===== config.mk =====
export PLATFORM = sky130hd
export DESIGN_NAME = vga_axil_regfile_flat
export DESIGN_NICKNAME = d
export VERILOG_FILES = /design/src/rtl/vga_axil_regfile_if.sv /design/src/rtl/vga_axil_regfile.sv /design/src/flat_wrapper.sv
export SDC_FILE = /design/constraint.sdc
export NUM_CORES = 1
export LEC_CHECK = 0
export ABC_AREA = 0
export CAP_MARGIN = 20
export CORE_AREA = 8 8 257 259
export DETAILED_ROUTE_END_ITERATION = 6
export DIE_AREA = 0 0 265 267
export GPL_TIMING_DRIVEN = 1
export PLACE_DENSITY_LB_ADDON = 0.15
export SLEW_MARGIN = 20
export SYNTH_ARGS = -nofsm -noshare
export SYNTH_HDL_FRONTEND = slang
export SYNTH_SLANG_ARGS = --single-unit

===== constraint.sdc =====
create_clock -name clk -period 3.5 [get_ports clk]
set_input_delay 0.35 -clock clk [delete_from_list [all_inputs] [get_ports clk]]
set_output_delay 0.35 -clock clk [all_outputs]
set_load 0.005 [all_outputs]

===== src/rtl/vga_axil_regfile_if.sv =====
// AXI4-Lite bus bundle between the VGA bus master and the register file.
interface vga_axil_regfile_if #(
    parameter int unsigned ADDR_W = 32,
    parameter int unsigned DATA_W = 32
);
    localparam int unsigned STRB_W = DATA_W / 8;

    logic [ADDR_W-1:0] awaddr;
    logic              awvalid;
    logic              awready;
    logic [DATA_W-1:0] wdata;
    logic [STRB_W-1:0] wstrb;
    logic              wvalid;
    logic              wready;
    logic [1:0]        bresp;
    logic              bvalid;
    logic              bready;
    logic [ADDR_W-1:0] araddr;
    logic              arvalid;
    logic              arready;
    logic [DATA_W-1:0] rdata;
    logic [1:0]        rresp;
    logic              rvalid;
    logic              rready;

    modport master (
        output awaddr, awvalid, wdata, wstrb, wvalid, bready, araddr, arvalid, rready,
        input  awready, wready, bresp, bvalid, arready, rdata, rresp, rvalid
    );

    modport slave (
        input  awaddr, awvalid, wdata, wstrb, wvalid, bready, araddr, arvalid, rready,
        output awready, wready, bresp, bvalid, arready, rdata, rresp, rvalid
    );
endinterface


===== src/rtl/vga_axil_regfile.sv =====
// AXI4-Lite slave register file: buffered AW/W, byte strobes, read-only
// hardware slots, DECERR/SLVERR responses and per-register write pulses.
module vga_axil_regfile #(
    parameter int unsigned                  ADDR_W    = 32,
    parameter int unsigned                  DATA_W    = 32,
    parameter int unsigned                  NUM_REGS  = 8,
    parameter logic [NUM_REGS-1:0]          RO_MASK   = '0,
    parameter logic [NUM_REGS*DATA_W-1:0]   RESET_VAL = '0
) (
    input  logic                         clk,
    input  logic                         arst_n,
    vga_axil_regfile_if.slave            bus,
    output logic [NUM_REGS*DATA_W-1:0]   regs_o,
    input  logic [NUM_REGS*DATA_W-1:0]   hw_i,
    output logic [NUM_REGS-1:0]          wr_pulse_o
);
    localparam int unsigned STRB_W = DATA_W / 8;
    localparam int unsigned AL     = $clog2(STRB_W);
    localparam int unsigned IDX_W  = (NUM_REGS > 1) ? $clog2(NUM_REGS) : 1;

    localparam logic [1:0] RESP_OKAY   = 2'b00;
    localparam logic [1:0] RESP_SLVERR = 2'b10;
    localparam logic [1:0] RESP_DECERR = 2'b11;

    logic                out_of_reset;
    logic                aw_full;
    logic [ADDR_W-1:0]   aw_addr_q;
    logic                w_full;
    logic [DATA_W-1:0]   w_data_q;
    logic [STRB_W-1:0]   w_strb_q;
    logic                bvalid_q;
    logic [1:0]          bresp_q;
    logic                rvalid_q;
    logic [1:0]          rresp_q;
    logic [DATA_W-1:0]   rdata_q;
    logic [NUM_REGS-1:0] wr_pulse_q;
    logic [DATA_W-1:0]   regs_q [NUM_REGS];
    logic [DATA_W-1:0]   hw_arr [NUM_REGS];

    logic                aw_hs;
    logic                w_hs;
    logic                ar_hs;
    logic                b_hs;
    logic                r_hs;
    logic                commit;
    logic [1:0]          wr_resp;
    logic [1:0]          rd_resp;
    logic [IDX_W-1:0]    widx;
    logic [IDX_W-1:0]    ridx;

    // Response decode; low address bits are dropped so unaligned addresses alias.
    function automatic logic [1:0] decode(input logic [ADDR_W-1:0] addr, input logic is_wr);
        logic [ADDR_W-1:0] idx_full;
        idx_full = addr >> AL;
        if (idx_full >= ADDR_W'(NUM_REGS)) begin
            return RESP_DECERR;
        end else if (is_wr && RO_MASK[IDX_W'(idx_full)]) begin
            return RESP_SLVERR;
        end
        return RESP_OKAY;
    endfunction

    assign bus.awready = out_of_reset && !aw_full;
    assign bus.wready  = out_of_reset && !w_full;
    assign bus.arready = out_of_reset && !rvalid_q;
    assign bus.bvalid  = bvalid_q;
    assign bus.bresp   = bresp_q;
    assign bus.rvalid  = rvalid_q;
    assign bus.rresp   = rresp_q;
    assign bus.rdata   = rdata_q;
    assign wr_pulse_o  = wr_pulse_q;

    assign aw_hs  = bus.awvalid && bus.awready;
    assign w_hs   = bus.wvalid  && bus.wready;
    assign ar_hs  = bus.arvalid && bus.arready;
    assign b_hs   = bvalid_q    && bus.bready;
    assign r_hs   = rvalid_q    && bus.rready;
    assign commit = aw_full && w_full && (!bvalid_q || bus.bready);

    assign widx    = IDX_W'(aw_addr_q >> AL);
    assign ridx    = IDX_W'(bus.araddr >> AL);
    assign wr_resp = decode(aw_addr_q, 1'b1);
    assign rd_resp = decode(bus.araddr, 1'b0);

    // Flattened views; read-only slots expose 0 on regs_o.
    for (genvar i = 0; i < NUM_REGS; i++) begin : g_slot
        assign hw_arr[i]                     = hw_i[i*DATA_W +: DATA_W];
        assign regs_o[i*DATA_W +: DATA_W]    = RO_MASK[i] ? '0 : regs_q[i];
    end

    always_ff @(posedge clk or negedge arst_n) begin
        if (!arst_n) begin
            out_of_reset <= 1'b0;
        end else begin
            out_of_reset <= 1'b1;
        end
    end

    // AW and W single-entry buffers, drained together by a commit.
    always_ff @(posedge clk or negedge arst_n) begin
        if (!arst_n) begin
            aw_full   <= 1'b0;
            aw_addr_q <= '0;
            w_full    <= 1'b0;
            w_data_q  <= '0;
            w_strb_q  <= '0;
        end else begin
            if (commit) begin
                aw_full <= 1'b0;
            end else if (aw_hs) begin
                aw_full   <= 1'b1;
                aw_addr_q <= bus.awaddr;
            end
            if (commit) begin
                w_full <= 1'b0;
            end else if (w_hs) begin
                w_full   <= 1'b1;
                w_data_q <= bus.wdata;
                w_strb_q <= bus.wstrb;
            end
        end
    end

    // Commit: register update, write pulse and B response.
    always_ff @(posedge clk or negedge arst_n) begin
        if (!arst_n) begin
            bvalid_q   <= 1'b0;
            bresp_q    <= RESP_OKAY;
            wr_pulse_q <= '0;
            for (int i = 0; i < NUM_REGS; i++) begin
                regs_q[i] <= RO_MASK[i] ? '0 : RESET_VAL[i*DATA_W +: DATA_W];
            end
        end else begin
            wr_pulse_q <= '0;
            if (commit) begin
                bvalid_q <= 1'b1;
                bresp_q  <= wr_resp;
                if (wr_resp == RESP_OKAY) begin
                    for (int b = 0; b < STRB_W; b++) begin
                        if (w_strb_q[b]) begin
                            regs_q[widx][b*8 +: 8] <= w_data_q[b*8 +: 8];
                        end
                    end
                    if (w_strb_q != '0) begin
                        wr_pulse_q <= NUM_REGS'(1) << widx;
                    end
                end
            end else if (b_hs) begin
                bvalid_q <= 1'b0;
                bresp_q  <= RESP_OKAY;
            end
        end
    end

    // Single-outstanding read; values are sampled at the AR handshake.
    always_ff @(posedge clk or negedge arst_n) begin
        if (!arst_n) begin
            rvalid_q <= 1'b0;
            rresp_q  <= RESP_OKAY;
            rdata_q  <= '0;
        end else begin
            if (ar_hs) begin
                rvalid_q <= 1'b1;
                rresp_q  <= rd_resp;
                if (rd_resp == RESP_DECERR) begin
                    rdata_q <= '0;
                end else if (RO_MASK[ridx]) begin
                    rdata_q <= hw_arr[ridx];
                end else begin
                    rdata_q <= regs_q[ridx];
                end
            end else if (r_hs) begin
                rvalid_q <= 1'b0;
            end
        end
    end
endmodule


===== src/flat_wrapper.sv =====
// flat-port wrapper written by rule: the top's interface ports become plain ports
module vga_axil_regfile_flat 
#(
    parameter int unsigned                  ADDR_W    = 32,
    parameter int unsigned                  DATA_W    = 32,
    parameter int unsigned                  NUM_REGS  = 8,
    parameter logic [NUM_REGS-1:0]          RO_MASK   = '0,
    parameter logic [NUM_REGS*DATA_W-1:0]   RESET_VAL = '0
)
  (clk, arst_n, regs_o, hw_i, wr_pulse_o, bus_awaddr, bus_awvalid, bus_wdata, bus_wstrb, bus_wvalid, bus_bready, bus_araddr, bus_arvalid, bus_rready, bus_awready, bus_wready, bus_bresp, bus_bvalid, bus_arready, bus_rdata, bus_rresp, bus_rvalid);
  vga_axil_regfile_if #(.ADDR_W(ADDR_W), .DATA_W(DATA_W)) bus_i ();
  input  logic clk;
  input  logic arst_n;
  output logic [NUM_REGS*DATA_W-1:0] regs_o;
  input  logic [NUM_REGS*DATA_W-1:0] hw_i;
  output logic [NUM_REGS-1:0] wr_pulse_o;
  input wire logic [$bits(bus_i.awaddr)-1:0] bus_awaddr;
  input wire logic [$bits(bus_i.awvalid)-1:0] bus_awvalid;
  input wire logic [$bits(bus_i.wdata)-1:0] bus_wdata;
  input wire logic [$bits(bus_i.wstrb)-1:0] bus_wstrb;
  input wire logic [$bits(bus_i.wvalid)-1:0] bus_wvalid;
  input wire logic [$bits(bus_i.bready)-1:0] bus_bready;
  input wire logic [$bits(bus_i.araddr)-1:0] bus_araddr;
  input wire logic [$bits(bus_i.arvalid)-1:0] bus_arvalid;
  input wire logic [$bits(bus_i.rready)-1:0] bus_rready;
  output wire logic [$bits(bus_i.awready)-1:0] bus_awready;
  output wire logic [$bits(bus_i.wready)-1:0] bus_wready;
  output wire logic [$bits(bus_i.bresp)-1:0] bus_bresp;
  output wire logic [$bits(bus_i.bvalid)-1:0] bus_bvalid;
  output wire logic [$bits(bus_i.arready)-1:0] bus_arready;
  output wire logic [$bits(bus_i.rdata)-1:0] bus_rdata;
  output wire logic [$bits(bus_i.rresp)-1:0] bus_rresp;
  output wire logic [$bits(bus_i.rvalid)-1:0] bus_rvalid;
  assign bus_i.awaddr = bus_awaddr;
  assign bus_i.awvalid = bus_awvalid;
  assign bus_i.wdata = bus_wdata;
  assign bus_i.wstrb = bus_wstrb;
  assign bus_i.wvalid = bus_wvalid;
  assign bus_i.bready = bus_bready;
  assign bus_i.araddr = bus_araddr;
  assign bus_i.arvalid = bus_arvalid;
  assign bus_i.rready = bus_rready;
  assign bus_awready = bus_i.awready;
  assign bus_wready = bus_i.wready;
  assign bus_bresp = bus_i.bresp;
  assign bus_bvalid = bus_i.bvalid;
  assign bus_arready = bus_i.arready;
  assign bus_rdata = bus_i.rdata;
  assign bus_rresp = bus_i.rresp;
  assign bus_rvalid = bus_i.rvalid;
  vga_axil_regfile #(.ADDR_W(ADDR_W), .DATA_W(DATA_W), .NUM_REGS(NUM_REGS), .RO_MASK(RO_MASK), .RESET_VAL(RESET_VAL)) u_core (.clk(clk), .arst_n(arst_n), .bus(bus_i), .regs_o(regs_o), .hw_i(hw_i), .wr_pulse_o(wr_pulse_o));
endmodule

==> results <==
Yosys cell counts:
cell type    n
nand2b_1     5
nand4_2      1
mux2_2     322
nor3_1       7
buf_4        2
dfrtp_1    369
a21oi_1      3
nor2b_1      8
buf_1        6
conb_1       1
a21boi_0     1
and4_1       1
nand4_1     10
nor4_4      19
nor4_1      14
a31oi_1      2
inv_1        2
nor4_2       5
mux4_2      64
and3b_1      1
and2_1       2
mux2i_1     32
nand2_1     55
buf_2       10
clkbuf_1    27
o21ai_0     33
nor4b_1      1
nand3_1     14
and3_1       4
nor2_1       8
or4_1        2
buf_6        2
final timing paths:
kind / startpoint / end / slack (ps) / depth (start not counted)
min reg2reg: u_core.bus.rdata[0]$_DFFE_PN0P_ / u_core.bus.rdata[0]$_DFFE_PN0P_ / 480 / 2
max: u_core.aw_addr_q[14]$_DFFE_PN0P_ / u_core.regs_o[126]$_DFFE_PN0P_ / 520 / 4
min: bus_rready / u_core.bus.rvalid$_DFFE_PN0P_ / 350 / 2
min in group asynchronous: arst_n / u_core.regs_o[106]$_DFFE_PN0P_ / 440 / 2
max in group asynchronous: arst_n / u_core.regs_o[98]$_DFFE_PN0P_ / 2100 / 3
max reg2reg: u_core.aw_addr_q[14]$_DFFE_PN0P_ / u_core.regs_o[126]$_DFFE_PN0P_ / 520 / 4
report_power, final:
part | switching, mW | leakage, nW | internal, mW
logic | 0.668 | 4.55 | 0.645
registers | 0.710 | 5.00 | 4.68
clock network | 1.85 | 0.719 | 2.74
state kept, by name (all words and copies together) (netlist names):
signal               cells
u_core.regs_o          256
u_core.bus.rdata        32
u_core.w_data_q         32
u_core.aw_addr_q        30
u_core.wr_pulse_o        8
u_core.w_strb_q          4
u_core.aw_full           1
u_core.bus.bresp         1
u_core.bus.bvalid        1
u_core.bus.rresp         1
u_core.bus.rvalid        1
u_core.out_of_reset      1
u_core.w_full            1
cell usage in the layout (no fill, tap or decap), types with 7 or more instances in the layout:
master | Yosys | layout
nor4_4 | 19 | 19
nand4_1 | 10 | 10
mux2_2 | 322 | 322
clkbuf_16 | 0 | 45
mux4_2 | 64 | 64
mux2i_1 | 32 | 32
nor2_1 | 8 | 8
o21ai_0 | 33 | 33
clkinv_2 | 0 | 8
buf_4 | 2 | 55
nor3_1 | 7 | 7
nor2b_1 | 8 | 8
nor4_1 | 14 | 14
nand2_1 | 55 | 52
clkbuf_8 | 0 | 11
clkdlybuf4s50_1 | 0 | 403
nand3_1 | 14 | 14
dfrtp_1 | 369 | 369
clkbuf_1 | 27 | 11
layout make-up:
type                    count  area (sq um)  share of cell area [%]
diodes                      5          12.5                  0.0544
clock buffers              67          1320                    5.73
flip-flops and latches    369          9230                    40.2
inverters                   2          7.51                  0.0326
repair buffers            465          4560                    19.8
clock inverters            13           126                   0.550
multi-input cells         615          6740                    29.3
well taps                 799          1000                    4.35
layer usage:
layer	track usage, %	up-vias
li1	-	4833
met1	22.4	5665
met2	24.8	407
met3	6.45	67
met4	3.75	6
met5	0	-
logic make-up (layout without fill, tap and decap cells):
| kind of cell | Yosys count | count (layout) | share of synthesized area [%] |
|---|---|---|---|
| AOI/OAI and AO/OA | 39 | 39 | 1.24 |
| muxes | 418 | 418 | 33.3 |
| DFF | 369 | 369 | 57.1 |
| buffers and inverters | 49 | 547 | 1.35 |
| other | 1 | 6 | 0.0232 |
| and+or+nand+nor | 157 | 157 | 6.99 |
stage by stage:
step	hold slack (ps)	utilization [%]	cells	worst slack (ps)	power, mW
after floorplan	54.4	-	1033	1250	6.00
after global placement	463	34.6	2249	593	6.77
after detailed placement	471	34.6	2249	563	6.80
after CTS	312	37.0	2330	538	11.5
after global routing	354	37.0	2331	375	11.9
final	348	37.0	2335	522	11.3
worst max-delay path: cells and delay by family (launching register included):
kind | cells | cell delay [ps]
flip-flops | 1 | 370
multiplexers | 1 | 510
AND/OR/NAND/NOR | 3 | 1970
==> out/qor.txt <==
Status -> completed
Port bufs -> 407
Crit-path cells -> nor4_1 > and4_1 > nand4_1 > mux2_2
Routed wl met3 -> 5830 um
Slowest cell on crit path -> nand4_1
WS Path Type -> reg -> reg
Final Cycle Share -> 85.1%
Element type at the critical path start -> flop
Crit end category -> flop
Global-route wire length before repair -> 86800 um
Post-Synthesis Cell Area -> 16200 sq um
Seq/Total Area, Yosys -> 57.1%
Die area -> 70800 sq um
Layout cells sized above 1 -> 35.6%
CTS tree -> built
Top Layer Used -> met5
IO Pins -> 668
WP data arrival -> 3430 ps
Vias -> 11000
Met1 WL -> 26600 um
Post-Syn Nets -> 1396
Worst path max stage delay -> 700 ps
DP Area -> 21500 sq um
Setup TNS -> 0 ps
Max_slew headroom -> 38.2%
Endpoints failing hold -> 0
Met2 Wirelength -> 26000 um
Reg clk slew, reported paths -> 60 ps
Clock Skews -> 17.5 ps
Largest net degree at the start of global routing -> 105
Final instance area -> 23000 sq um
Final setup violation count -> 0
Hold Crit Class -> in -> reg
Die height -> 267 um
Initial antenna violation count -> 7
Achievable Freq -> 336 MHz
Core Area -> 62200 sq um
GRT Util Overall -> 16.5%
Post-layout min period -> 2980 ps
Pre-antenna DRT Iters -> 4
CTS max path bufs -> 3
Synth top area share -> 57.1%
Worst-Margin Slew -> 927 ps
Sink Count -> 369
Grt total ovfl -> 0
Die X -> 265 um
Largest cells by area after synthesis -> dfrtp_1 (57%), mux2_2 (22%), mux4_2 (8.9%), nor4_4 (2.5%), mux2i_1 (2.0%)
Maxcap violations -> 0
Num rows -> 92
Vias in the first global route -> 11900
Synth area leader -> dfrtp_1
Cell variety after synth -> 32
# fillers -> 5993
Via-per-instance ratio -> 4.70
# nets final -> 1860
VDD IR max -> 0.279 mV
Crit Path Max Fanout -> 9
Syn Inst Count -> 1033
Register bit count reported by yosys -> 369
Worst skew pair latency -> 580 ps
Total CTS buffers -> 44
Critical path required time -> 3950 ps
Post-CTS setup buffers -> 0
GPL Wtd Cong -> 0.797
Area Overhead vs Synth -> 42.2%
Post-cts hold buffer count -> 1
Detail Route Antenna Nets -> 0
DRC -> 0
CTS root buf -> clkbuf_16
Initial core utilization -> 26.0%
Synth warn -> 0
Pwr per Cell Area -> 491 nW/um^2
Cts repair resizes -> 0
Htree depth -> 2
Syn avg cell area -> 15.7 sq um
RSZ-0062 raised after global routing -> no
First DRT Iteration DRCs -> 469
DP HPWL -> 42300 um
Detailed Route WL -> 59500 um
Count of pins over their slew limit -> 0
WL/cell -> 25.5 um
Leak pwr -> 10.3 nW
No activity file was read; power rests on OpenSTA's default activity.
